## src/rtl/ahb_axi_pkg.sv

```systemverilog
// Shared constants, FSM state type and strobe/error helpers
// for the AHB-Lite to AXI4 bridge.
package ahb_axi_pkg;

  localparam logic [1:0] HTRANS_IDLE   = 2'd0;
  localparam logic [1:0] HTRANS_BUSY   = 2'd1;
  localparam logic [1:0] HTRANS_NONSEQ = 2'd2;
  localparam logic [1:0] HTRANS_SEQ    = 2'd3;

  localparam logic [1:0] AXI_RESP_OKAY   = 2'b00;
  localparam logic [1:0] AXI_RESP_EXOKAY = 2'b01;
  localparam logic [1:0] AXI_RESP_SLVERR = 2'b10;
  localparam logic [1:0] AXI_RESP_DECERR = 2'b11;
  localparam logic [1:0] AXI_BURST_INCR  = 2'b01;

  typedef enum logic [2:0] {
    ST_IDLE,
    ST_WCAP,
    ST_WISS,
    ST_WRSP,
    ST_RISS,
    ST_RDAT,
    ST_ERR1,
    ST_ERR2
  } state_t;

  function automatic logic [3:0] strb_gen(
    input logic [2:0] size,
    input logic [1:0] addr
  );
    logic [3:0] s;
    s = 4'h0;
    unique case (1'b1)
      (size == 3'd0): s = 4'b0001 << addr;
      (size == 3'd1): s = 4'b0011 << {addr[1], 1'b0};
      default:        s = 4'hF;
    endcase
    return s;
  endfunction

  function automatic logic xfer_bad(
    input logic [2:0] size,
    input logic [1:0] addr
  );
    logic bad;
    bad = 1'b0;
    unique case (1'b1)
      (size > 3'd2):  bad = 1'b1;
      (size == 3'd2): bad = |addr;
      (size == 3'd1): bad = addr[0];
      default:        bad = 1'b0;
    endcase
    return bad;
  endfunction

endpackage

```

## src/rtl/ahb2axi_bridge_if.sv

```systemverilog
// AHB-Lite slave port plus AXI4 master port of the bridge.
// slave = bridge view, master = surrounding system view.
interface ahb2axi_bridge_if #(
  parameter int ADDR_W = 32,
  parameter int ID_W   = 4
);
  logic              hsel;
  logic [ADDR_W-1:0] haddr;
  logic [1:0]        htrans;
  logic              hwrite;
  logic [2:0]        hsize;
  logic [31:0]       hwdata;
  logic              hready;
  logic              hreadyout;
  logic              hresp;
  logic [31:0]       hrdata;

  logic              awvalid;
  logic              awready;
  logic [ADDR_W-1:0] awaddr;
  logic [ID_W-1:0]   awid;
  logic [7:0]        awlen;
  logic [2:0]        awsize;
  logic [1:0]        awburst;
  logic              wvalid;
  logic              wready;
  logic [31:0]       wdata;
  logic [3:0]        wstrb;
  logic              wlast;
  logic              bvalid;
  logic              bready;
  logic [1:0]        bresp;
  logic [ID_W-1:0]   bid;
  logic              arvalid;
  logic              arready;
  logic [ADDR_W-1:0] araddr;
  logic [ID_W-1:0]   arid;
  logic [7:0]        arlen;
  logic [2:0]        arsize;
  logic [1:0]        arburst;
  logic              rvalid;
  logic              rready;
  logic [31:0]       rdata;
  logic [1:0]        rresp;
  logic              rlast;
  logic [ID_W-1:0]   rid;

  modport slave (
    input  hsel, haddr, htrans, hwrite,
    input  hsize, hwdata, hready,
    output hreadyout, hresp, hrdata,
    output awvalid, awaddr, awid, awlen,
    output awsize, awburst,
    input  awready,
    output wvalid, wdata, wstrb, wlast,
    input  wready,
    input  bvalid, bresp, bid,
    output bready,
    output arvalid, araddr, arid, arlen,
    output arsize, arburst,
    input  arready,
    input  rvalid, rdata, rresp, rlast, rid,
    output rready
  );

  modport master (
    output hsel, haddr, htrans, hwrite,
    output hsize, hwdata, hready,
    input  hreadyout, hresp, hrdata,
    input  awvalid, awaddr, awid, awlen,
    input  awsize, awburst,
    output awready,
    input  wvalid, wdata, wstrb, wlast,
    output wready,
    output bvalid, bresp, bid,
    input  bready,
    input  arvalid, araddr, arid, arlen,
    input  arsize, arburst,
    output arready,
    output rvalid, rdata, rresp, rlast, rid,
    input  rready
  );
endinterface

```

## src/rtl/ahb2axi_bridge.sv

```systemverilog
// AHB-Lite slave to AXI4 master bridge: every AHB beat becomes
// one single-beat AXI transaction, AHB stalled until it finishes.
module ahb2axi_bridge
  import ahb_axi_pkg::*;
#(
  parameter int              ADDR_W = 32,
  parameter int              ID_W   = 4,
  parameter logic [ID_W-1:0] AXI_ID = '0
) (
  input logic aclk,
  input logic aresetn,
  ahb2axi_bridge_if.slave bus
);

  state_t            state;
  state_t            nxt;
  logic [ADDR_W-1:0] addr_q;
  logic [2:0]        size_q;
  logic [3:0]        strb_q;
  logic [31:0]       wdata_q;
  logic [31:0]       rdata_q;
  logic              aw_done;
  logic              w_done;
  logic              take;
  logic              aw_hs;
  logic              w_hs;
  logic              bad;
  logic              unused;

  assign take  = bus.hsel & bus.hready
               & bus.htrans[1]
               & (state == ST_IDLE);
  assign aw_hs = bus.awvalid & bus.awready;
  assign w_hs  = bus.wvalid & bus.wready;
  assign bad   = xfer_bad(bus.hsize, bus.haddr[1:0]);

  assign unused = ^{bus.bid, bus.rid, bus.rlast,
                    bus.bresp[0], bus.rresp[0],
                    bus.htrans[0]};

  always_ff @(posedge aclk or negedge aresetn) begin
    if (!aresetn) state <= ST_IDLE;
    else          state <= nxt;
  end

  always_comb begin
    nxt = state;
    unique case (state)
      ST_IDLE:
        if (take)
          nxt = bad        ? ST_ERR1 :
                bus.hwrite ? ST_WCAP : ST_RISS;
      ST_WCAP: nxt = ST_WISS;
      ST_WISS:
        if ((aw_done | aw_hs) & (w_done | w_hs))
          nxt = ST_WRSP;
      ST_WRSP:
        if (bus.bvalid)
          nxt = bus.bresp[1] ? ST_ERR1 : ST_IDLE;
      ST_RISS:
        if (bus.arready) nxt = ST_RDAT;
      ST_RDAT:
        if (bus.rvalid)
          nxt = bus.rresp[1] ? ST_ERR1 : ST_IDLE;
      ST_ERR1: nxt = ST_ERR2;
      ST_ERR2: nxt = ST_IDLE;
      default: nxt = ST_IDLE;
    endcase
  end

  always_ff @(posedge aclk or negedge aresetn) begin
    if (!aresetn) begin
      addr_q  <= '0;
      size_q  <= '0;
      strb_q  <= '0;
      wdata_q <= '0;
      rdata_q <= '0;
      aw_done <= 1'b0;
      w_done  <= 1'b0;
    end else begin
      if (take) begin
        addr_q <= bus.haddr;
        size_q <= bus.hsize;
        strb_q <= strb_gen(bus.hsize, bus.haddr[1:0]);
      end
      if (state == ST_WCAP)
        wdata_q <= bus.hwdata;
      if (state == ST_RDAT && bus.rvalid)
        rdata_q <= bus.rdata;
      // AW and W complete independently; remember each.
      if (state == ST_WISS) begin
        if (aw_hs) aw_done <= 1'b1;
        if (w_hs)  w_done  <= 1'b1;
      end else begin
        aw_done <= 1'b0;
        w_done  <= 1'b0;
      end
    end
  end

  always_comb begin
    bus.hreadyout = (state == ST_IDLE)
                  | (state == ST_ERR2);
    bus.hresp     = (state == ST_ERR1)
                  | (state == ST_ERR2);
    bus.hrdata    = rdata_q;
    bus.awvalid   = (state == ST_WISS) & ~aw_done;
    bus.wvalid    = (state == ST_WISS) & ~w_done;
    bus.bready    = (state == ST_WRSP);
    bus.arvalid   = (state == ST_RISS);
    bus.rready    = (state == ST_RDAT);
    bus.awaddr    = addr_q;
    bus.araddr    = addr_q;
    bus.awsize    = size_q;
    bus.arsize    = size_q;
    bus.awid      = AXI_ID;
    bus.arid      = AXI_ID;
    bus.awlen     = 8'd0;
    bus.arlen     = 8'd0;
    bus.awburst   = AXI_BURST_INCR;
    bus.arburst   = AXI_BURST_INCR;
    bus.wdata     = wdata_q;
    bus.wstrb     = strb_q;
    bus.wlast     = 1'b1;
  end

endmodule

```

## src/flat_wrapper.sv

```systemverilog
// flat-port wrapper written by rule: the top's interface ports become plain ports
module ahb2axi_bridge_flat import ahb_axi_pkg::*;
#(
  parameter int              ADDR_W = 32,
  parameter int              ID_W   = 4,
  parameter logic [ID_W-1:0] AXI_ID = '0
)
  (aclk, aresetn, bus_hsel, bus_haddr, bus_htrans, bus_hwrite, bus_hsize, bus_hwdata, bus_hready, bus_hreadyout, bus_hresp, bus_hrdata, bus_awvalid, bus_awaddr, bus_awid, bus_awlen, bus_awsize, bus_awburst, bus_awready, bus_wvalid, bus_wdata, bus_wstrb, bus_wlast, bus_wready, bus_bvalid, bus_bresp, bus_bid, bus_bready, bus_arvalid, bus_araddr, bus_arid, bus_arlen, bus_arsize, bus_arburst, bus_arready, bus_rvalid, bus_rdata, bus_rresp, bus_rlast, bus_rid, bus_rready);
  ahb2axi_bridge_if #(.ADDR_W(ADDR_W), .ID_W(ID_W)) bus_i ();
  input logic aclk;
  input logic aresetn;
  input wire logic [$bits(bus_i.hsel)-1:0] bus_hsel;
  input wire logic [$bits(bus_i.haddr)-1:0] bus_haddr;
  input wire logic [$bits(bus_i.htrans)-1:0] bus_htrans;
  input wire logic [$bits(bus_i.hwrite)-1:0] bus_hwrite;
  input wire logic [$bits(bus_i.hsize)-1:0] bus_hsize;
  input wire logic [$bits(bus_i.hwdata)-1:0] bus_hwdata;
  input wire logic [$bits(bus_i.hready)-1:0] bus_hready;
  output wire logic [$bits(bus_i.hreadyout)-1:0] bus_hreadyout;
  output wire logic [$bits(bus_i.hresp)-1:0] bus_hresp;
  output wire logic [$bits(bus_i.hrdata)-1:0] bus_hrdata;
  output wire logic [$bits(bus_i.awvalid)-1:0] bus_awvalid;
  output wire logic [$bits(bus_i.awaddr)-1:0] bus_awaddr;
  output wire logic [$bits(bus_i.awid)-1:0] bus_awid;
  output wire logic [$bits(bus_i.awlen)-1:0] bus_awlen;
  output wire logic [$bits(bus_i.awsize)-1:0] bus_awsize;
  output wire logic [$bits(bus_i.awburst)-1:0] bus_awburst;
  input wire logic [$bits(bus_i.awready)-1:0] bus_awready;
  output wire logic [$bits(bus_i.wvalid)-1:0] bus_wvalid;
  output wire logic [$bits(bus_i.wdata)-1:0] bus_wdata;
  output wire logic [$bits(bus_i.wstrb)-1:0] bus_wstrb;
  output wire logic [$bits(bus_i.wlast)-1:0] bus_wlast;
  input wire logic [$bits(bus_i.wready)-1:0] bus_wready;
  input wire logic [$bits(bus_i.bvalid)-1:0] bus_bvalid;
  input wire logic [$bits(bus_i.bresp)-1:0] bus_bresp;
  input wire logic [$bits(bus_i.bid)-1:0] bus_bid;
  output wire logic [$bits(bus_i.bready)-1:0] bus_bready;
  output wire logic [$bits(bus_i.arvalid)-1:0] bus_arvalid;
  output wire logic [$bits(bus_i.araddr)-1:0] bus_araddr;
  output wire logic [$bits(bus_i.arid)-1:0] bus_arid;
  output wire logic [$bits(bus_i.arlen)-1:0] bus_arlen;
  output wire logic [$bits(bus_i.arsize)-1:0] bus_arsize;
  output wire logic [$bits(bus_i.arburst)-1:0] bus_arburst;
  input wire logic [$bits(bus_i.arready)-1:0] bus_arready;
  input wire logic [$bits(bus_i.rvalid)-1:0] bus_rvalid;
  input wire logic [$bits(bus_i.rdata)-1:0] bus_rdata;
  input wire logic [$bits(bus_i.rresp)-1:0] bus_rresp;
  input wire logic [$bits(bus_i.rlast)-1:0] bus_rlast;
  input wire logic [$bits(bus_i.rid)-1:0] bus_rid;
  output wire logic [$bits(bus_i.rready)-1:0] bus_rready;
  assign bus_i.hsel = bus_hsel;
  assign bus_i.haddr = bus_haddr;
  assign bus_i.htrans = bus_htrans;
  assign bus_i.hwrite = bus_hwrite;
  assign bus_i.hsize = bus_hsize;
  assign bus_i.hwdata = bus_hwdata;
  assign bus_i.hready = bus_hready;
  assign bus_hreadyout = bus_i.hreadyout;
  assign bus_hresp = bus_i.hresp;
  assign bus_hrdata = bus_i.hrdata;
  assign bus_awvalid = bus_i.awvalid;
  assign bus_awaddr = bus_i.awaddr;
  assign bus_awid = bus_i.awid;
  assign bus_awlen = bus_i.awlen;
  assign bus_awsize = bus_i.awsize;
  assign bus_awburst = bus_i.awburst;
  assign bus_i.awready = bus_awready;
  assign bus_wvalid = bus_i.wvalid;
  assign bus_wdata = bus_i.wdata;
  assign bus_wstrb = bus_i.wstrb;
  assign bus_wlast = bus_i.wlast;
  assign bus_i.wready = bus_wready;
  assign bus_i.bvalid = bus_bvalid;
  assign bus_i.bresp = bus_bresp;
  assign bus_i.bid = bus_bid;
  assign bus_bready = bus_i.bready;
  assign bus_arvalid = bus_i.arvalid;
  assign bus_araddr = bus_i.araddr;
  assign bus_arid = bus_i.arid;
  assign bus_arlen = bus_i.arlen;
  assign bus_arsize = bus_i.arsize;
  assign bus_arburst = bus_i.arburst;
  assign bus_i.arready = bus_arready;
  assign bus_i.rvalid = bus_rvalid;
  assign bus_i.rdata = bus_rdata;
  assign bus_i.rresp = bus_rresp;
  assign bus_i.rlast = bus_rlast;
  assign bus_i.rid = bus_rid;
  assign bus_rready = bus_i.rready;
  ahb2axi_bridge #(.ADDR_W(ADDR_W), .ID_W(ID_W), .AXI_ID(AXI_ID)) u_core (.aclk(aclk), .aresetn(aresetn), .bus(bus_i));
endmodule
```

## config.mk

```make
export PLATFORM = sky130hd
export DESIGN_NAME = ahb2axi_bridge_flat
export DESIGN_NICKNAME = d
export VERILOG_FILES = /design/src/rtl/ahb_axi_pkg.sv /design/src/rtl/ahb2axi_bridge_if.sv /design/src/rtl/ahb2axi_bridge.sv /design/src/flat_wrapper.sv
export SDC_FILE = /design/constraint.sdc
export NUM_CORES = 1
export LEC_CHECK = 0
export CORE_MARGIN = 4
export CORE_UTILIZATION = 37
export CTS_CLUSTER_SIZE = 8
export DETAILED_ROUTE_END_ITERATION = 16
export PLACE_DENSITY = 0.84
export SYNTH_ARGS = -nofsm -noshare
export SYNTH_HDL_FRONTEND = slang
export SYNTH_SLANG_ARGS = --single-unit
export TNS_END_PERCENT = 10
```

## constraint.sdc

```tcl
create_clock -name aclk -period 2.5 [get_ports aclk]
set_clock_uncertainty 0.2 [all_clocks]
set_input_delay 0.5 -clock aclk [delete_from_list [all_inputs] [get_ports aclk]]
set_output_delay 0.5 -clock aclk [all_outputs]
set_load 0.1 [all_outputs]
```

==> results.py, run 1 <==
metrics = {
    "routing": {
        "viasPerCell": 4.605,
        "drt_pass1_iterations": 4,
        "wl_um": 12160,
        "ant_nets": 0,
        "first_iter_violations": 135,
        "post_drt_wl_per_cell_um": 16.17,
        "drc": 0,
        "wl_met3_um": 1326,
        "routed.top_layer": "met4",
        "wl_met2_um": 6635,
        "vias": 3463,
        "wl_met1_um": 3954,
    },
    "synthesis": {
        "syn_inst": 352,
        "ys_types": 36,
        "ys_warn_count": 0,
        "avgSynthCellArea_um2": 13.77,
        "synthTopCellsByArea": "dfrtp_1 (56%), mux2_2 (22%), buf_4 (9.9%)",
        "synth_top_area_share_pct": 55.77,
        "synth_area_um2": 4846,
        "synth_top_area_cell": "dfrtp_1",
        "ys_seq_elements": 108,
        "yosysSeqAreaShare_pct": 55.77,
    },
    "cts": {
        "clockRootBuffer": "clkbuf_16",
        "cts-buffers-inserted": 9,
        "clock_latency_ns": 0.34,
        "cts_setup_buffers": 0,
        "clkTransAtPathRegs_ns": 0.07,
        "clock_path_buffers": 2,
        "cts_tree": "yes",
        "htree_levels": 3,
        "cts_sinks": 108,
    },
    "die": {
        "die_h_um": 122.4,
        "dieArea_um2": 14990,
        "start_util_pct": 38.09,
        "num_io_pins": 298,
        "std_cell_rows": 41,
        "die_x_um": 122.4,
        "core_area_um2": 12720,
    },
    "timing": {
        "setup_tns_ns": 0,
        "period_needed_ns": 2.391,
        "clock.fmax_mhz": 418.2,
        "hold_viol": 0,
        "drv_slew": 0,
        "setup_viol_count_final": 0,
        "fin_ws_ns": 0.1088,
        "period_share_pct": 95.65,
    },
    "setup_path": {
        "path_class": "flop to primary output",
        "r2r_start": "u_core.state[2]$_DFFE_PN0P_",
        "cp_max_fo": 11,
        "crit_required_ns": 1.80,
        "end_kind": "primary output",
        "r2r_slack_ns": 0.40,
        "crit_arrival_ns": 1.69,
        "r2r_cells": 4,
        "startpoint_type": "flop",
        "r2r-end": "u_core.bus.hrdata[7]$_DFFE_PN0P_",
    },
    "global_routing": {
        "grt_pass1_wl_um": 18600,
        "grt_use_total_pct": 15.92,
        "grt_max_degree": 59,
        "grt_pass1_vias": 3707,
        "grt_overflow": 0,
        "antenna_found_initial": 0,
    },
    "hold_path": {
        "hp-class": "flop to flop",
        "hold_start": "u_core.bus.hrdata[17]$_DFFE_PN0P_",
        "hold_depth": 1,
        "holdPathEnd": "u_core.bus.hrdata[17]$_DFFE_PN0P_",
    },
    "layout": {
        "nets": 699,
        "fill_cells": 1032,
        "drive_gt1_share_pct": 46.55,
        "multiInputGateArea_um2": 1625,
        "seq_area_um2": 2704,
        "antenna_cells": 0,
        "syn_to_final_growth_pct": 49.19,
    },
    "place": {
        "io_buffers": 256,
        "dp_hpwl_um": 9754,
        "gp_congestion": 0.8302,
        "post-place-ws_ns": 0.2245,
    },
    "run": {
        "cap_violations": 0,
    },
    "outcome": {
        "status": "finished, final reports clean",
    },
}
## registers in the layout, summed over array words and instances, names as in the netlist
signal	count
u_core.bus.araddr	32
u_core.state	3
u_core.aw_done	1
u_core.bus.hrdata	32
u_core.w_done	1
u_core.bus.wdata	32
u_core.bus.arsize	3
u_core.bus.wstrb	4
## cells in the final DEF (no fill, tap or decap), drive strengths merged, types with 3 or more instances in the layout
cell type / netlist / final
dfrtp: 108 / 108
inv: 5 / 5
a31oi: 5 / 5
o21ai: 3 / 3
clkbuf: 1 / 12
conb: 2 / 29
mux2: 99 / 99
and2: 3 / 3
buf: 76 / 151
nand2: 4 / 4
nor3: 4 / 4
clkdlybuf4s50: 0 / 110
nor2: 17 / 17
a211oi: 3 / 3
a21oi: 4 / 4
## routing by layer
metal	track usage, %	up-vias
met5	0	-
met1	16.62	1693
met4	6.438	0
met2	29.06	186
li1	-	1568
met3	5.576	16
## what timing repair did
| action | 4_1_cts | 5_1_grt |
|---|---|---|
| setup endpoints to repair | 2 | 2 |
| endpoints found under the hold margin | 15 | 0 |
| pin swaps | 0 | 0 |
| hold buffers | 1 | 0 |
| resized for setup | 1 | 1 |
## layout make-up
type | count | share of cell area, %
Multi-Input combinational cell | 189 | 22.48
Timing Repair Buffer | 262 | 32.61
Clock buffer | 12 | 3.548
Clock inverter | 4 | 0.6577
Tap cell | 172 | 2.977
Inverter | 5 | 0.3288
Sequential cell | 108 | 37.40
## worst max path at each step
stage                                      startpoint                                end  slack (ns)  cells after the start
after floorplan           u_core.state[1]$_DFFE_PN0P_                        bus_awvalid       -0.35                      4
after global placement                  bus_htrans[1]  u_core.bus.araddr[14]$_DFFE_PN0P_        0.23                      5
after detailed placement                     bus_hsel  u_core.bus.araddr[10]$_DFFE_PN0P_        0.22                      5
after CTS                 u_core.state[2]$_DFFE_PN0P_                         bus_wvalid        0.04                      4
after global routing      u_core.state[2]$_DFFE_PN0P_                        bus_awvalid       -0.01                      4
final                     u_core.state[2]$_DFFE_PN0P_                         bus_wvalid        0.11                      4
## synthesized netlist by cell type, drive strengths merged
library cell  number
o211a              1
nand4b             1
or2                1
a311oi             1
o2111ai            1
a21oi              4
nor2              17
clkbuf             1
a31oi              5
a21o               1
nand2              4
o41ai              1
o221ai             1
inv                5
and3b              1
nor3               4
and2               3
a211oi             3
dfrtp            108
mux2i              1
o311ai             2
nor2b              2
mux2              99
conb               2
buf               76
o21ai              3
nand3              1
o2bb2ai            1
o21bai             2
## metrics by stage
stage / hold slack [ns] / cells / instance area (um^2) / util [%]
floorplan: 0.004409 / 379 / 4947 / -
global placement: 0.1836 / 735 / 6912 / 54.33
detailed placement: 0.1933 / 735 / 6912 / 54.33
CTS: 0.3111 / 752 / 7227 / 56.81
global route: 0.3249 / 752 / 7229 / 56.83
finish: 0.3093 / 752 / 7229 / 56.83
## critical path, cell delays in order, from the launching register on
cell and delay, ns:
dfrtp_1 0.54, nor2b_2 0.26, nand2_1 0.14, nor2_1 0.20
buf_12 0.20
## cell families after synthesis
group                  count (synthesis)  share of synthesized area, %
AOI/OAI and AO/OA                     26                         3.770
buffers and inverters                 82                         12.83
DFF                                  108                         55.77
muxes                                100                         23.29
other                                  2                        0.1550
and+or+nand+nor                       34                         4.183
Power of run 1 is left out: the tool's default activity adds up to more than one toggle a clock period on the data nets, which glitch-free logic cannot reach.
==> run 2, diff against run 1 <==
==> constraint.sdc (replaced) <==
create_clock -name aclk -period 2.5 [get_ports aclk]
set_clock_uncertainty 0.2 [all_clocks]
set_input_delay 0.75 -clock aclk [delete_from_list [all_inputs] [get_ports aclk]]
set_output_delay 0.75 -clock aclk [all_outputs]
set_load 0.1 [all_outputs]
==> run 2 against run 1 <==
Via count increased by 0.52%. Critical path type unchanged. Global-route usage up 0.80 points. Sequential cell count unchanged. Sequential share of layout area shrank 1.2 points. Final cell count grew 0.80%. Wire length is 5.1% higher. Final area increased by 3.5%.
==> results.py, run 2 (synthesis gave the netlist of run 1 again) <==
metrics = {
    "outcome": {
        "status": "finished, final reports clean",
    },
    "setup_path": {
        "path_delay_family": "flip-flops",
        "crit_required_ns": 1.55,
        "critical_path.max_stage_delay_ns": 0.44,
        "cp_max_fo": 4,
        "end_kind": "primary output",
        "crit_arrival_ns": 1.49,
        "cp_slowest_cell": "dfrtp_2",
        "path_buf_inv": 1,
        "path_class": "flop to primary output",
        "startpoint_type": "flop",
        "worstPathCellList": "or2_4 -> nor2_4 -> a21o_1 -> buf_12",
    },
    "die": {
        "std_cell_rows": 41,
        "core_area_um2": 12720,
        "die_h_um": 122.4,
        "start_util_pct": 38.09,
        "num_io_pins": 298,
        "dieArea_um2": 14990,
        "die_x_um": 122.4,
    },
    "timing": {
        "period_needed_ns": 2.437,
        "holdWs_ns": 0.1231,
        "drv_slew": 0,
        "hold_viol": 0,
        "clock.fmax_mhz": 410.3,
        "rsz0062_at_grt": "no",
        "setup_tns_ns": 0,
        "period_share_pct": 97.49,
        "setup_viol_count_final": 0,
    },
    "run": {
        "cap_violations": 0,
    },
    "routing": {
        "drc": 0,
        "ant_nets": 0,
        "wl_um": 12780,
        "post_drt_wl_per_cell_um": 16.85,
        "viasPerCell": 4.592,
        "drt_pass1_iterations": 4,
        "vias": 3481,
        "first_iter_violations": 186,
    },
    "global_routing": {
        "grt_max_degree": 46,
        "antenna_found_initial": 0,
        "grt_pass1_wl_um": 19150,
        "grt_overflow": 0,
        "grt_use_total_pct": 16.72,
        "grt_pass1_vias": 3789,
    },
    "cts": {
        "clock_path_buffers": 2,
        "htree_levels": 3,
        "holdBufCountCts": 0,
        "cts-buffers-inserted": 9,
        "cts_sinks": 108,
        "clkTransAtPathRegs_ns": 0.07,
        "clockRootBuffer": "clkbuf_16",
        "cts_tree": "yes",
        "clock_latency_ns": 0.34,
    },
    "layout": {
        "syn_to_final_growth_pct": 54.38,
        "layout_common_cells": "buf_4 (134), clkdlybuf4s50_1 (110), dfrtp_1 (105), mux2_2 (95), conb_1 (29)",
        "fill_cells": 1027,
        "antenna_cells": 0,
        "nets": 705,
        "seq_area_um2": 2706,
        "drive_gt1_share_pct": 48.46,
        "layout_commonest_cell": "buf_4",
        "multiInputGateArea_um2": 1644,
    },
    "place": {
        "gp_congestion": 0.8729,
        "io_buffers": 256,
        "dp_hpwl_um": 10340,
    },
    "hold_path": {
        "hp-class": "input port to async pin",
    },
}
[run 2: changes by cell type in the layout (fill, tap and decap cells not counted), sizes merged]
cell	before	now
buf	151	157
dlygate4sd3	1	0
clkbuf	12	13
bufinv	1	2
clkinv	2	1
[run 2: what timing repair did]
action / CTS / global route
buffers inserted: 0 / 1
gates resized for setup: 3 / 4
endpoints found under the setup margin: 4 / 4
gates cloned: 0 / 0
[run 2: stage by stage]
stage / worst slack (ns) / utilization (%) / cells / area, um^2
final: 0.06269 / 58.80 / 758 / 7481
after global routing: 0.0005757 / 58.80 / 758 / 7481
after CTS: -0.002782 / 58.68 / 757 / 7466
after detailed placement: -0.03724 / 56.13 / 741 / 7141
after global placement: -0.02856 / 56.13 / 741 / 7141
after floorplan: -0.2442 / - / 379 / 4956
[run 2: final timing paths]
path,to,slack [ns],from,cells after the start
setup reg to reg,u_core.bus.hrdata[7]$_DFFE_PN0P_,0.60,u_core.state[1]$_DFFE_PN0P_,4
hold reg to reg,u_core.bus.wdata[17]$_DFFE_PN0P_,0.30,u_core.bus.wdata[17]$_DFFE_PN0P_,1
hold / removal,u_core.bus.araddr[14]$_DFFE_PN0P_,0.12,aresetn,1
setup / recovery,bus_hreadyout,0.06,u_core.state[0]$_DFFE_PN0P_,4
max in group asynchronous,u_core.bus.wdata[28]$_DFFE_PN0P_,1.39,aresetn,2
min in group aclk,u_core.bus.wdata[17]$_DFFE_PN0P_,0.30,u_core.bus.wdata[17]$_DFFE_PN0P_,1
[run 2: area by class of cell]
type | instances | area share, %
Clock buffer | 12 | 3.295
Clock inverter | 4 | 0.9701
Inverter | 5 | 0.3178
Multi-Input combinational cell | 189 | 21.98
Sequential cell | 108 | 36.18
Tap cell | 172 | 2.877
Timing Repair Buffer | 268 | 34.39
[run 2: layer usage]
| layer | share of wire, % | wire length (um) | up-vias | track usage [%] |
|---|---|---|---|---|
| met4 | 2.4 | 304 | 0 | 7.698 |
| met5 | 0 | 0 | - | 0 |
| met2 | 52 | 6696 | 195 | 29.65 |
| met1 | 34 | 4285 | 1675 | 17.48 |
| met3 | 12 | 1489 | 25 | 6.359 |
| li1 | - | - | 1586 | - |
Power of run 2 is left out for the same reason.
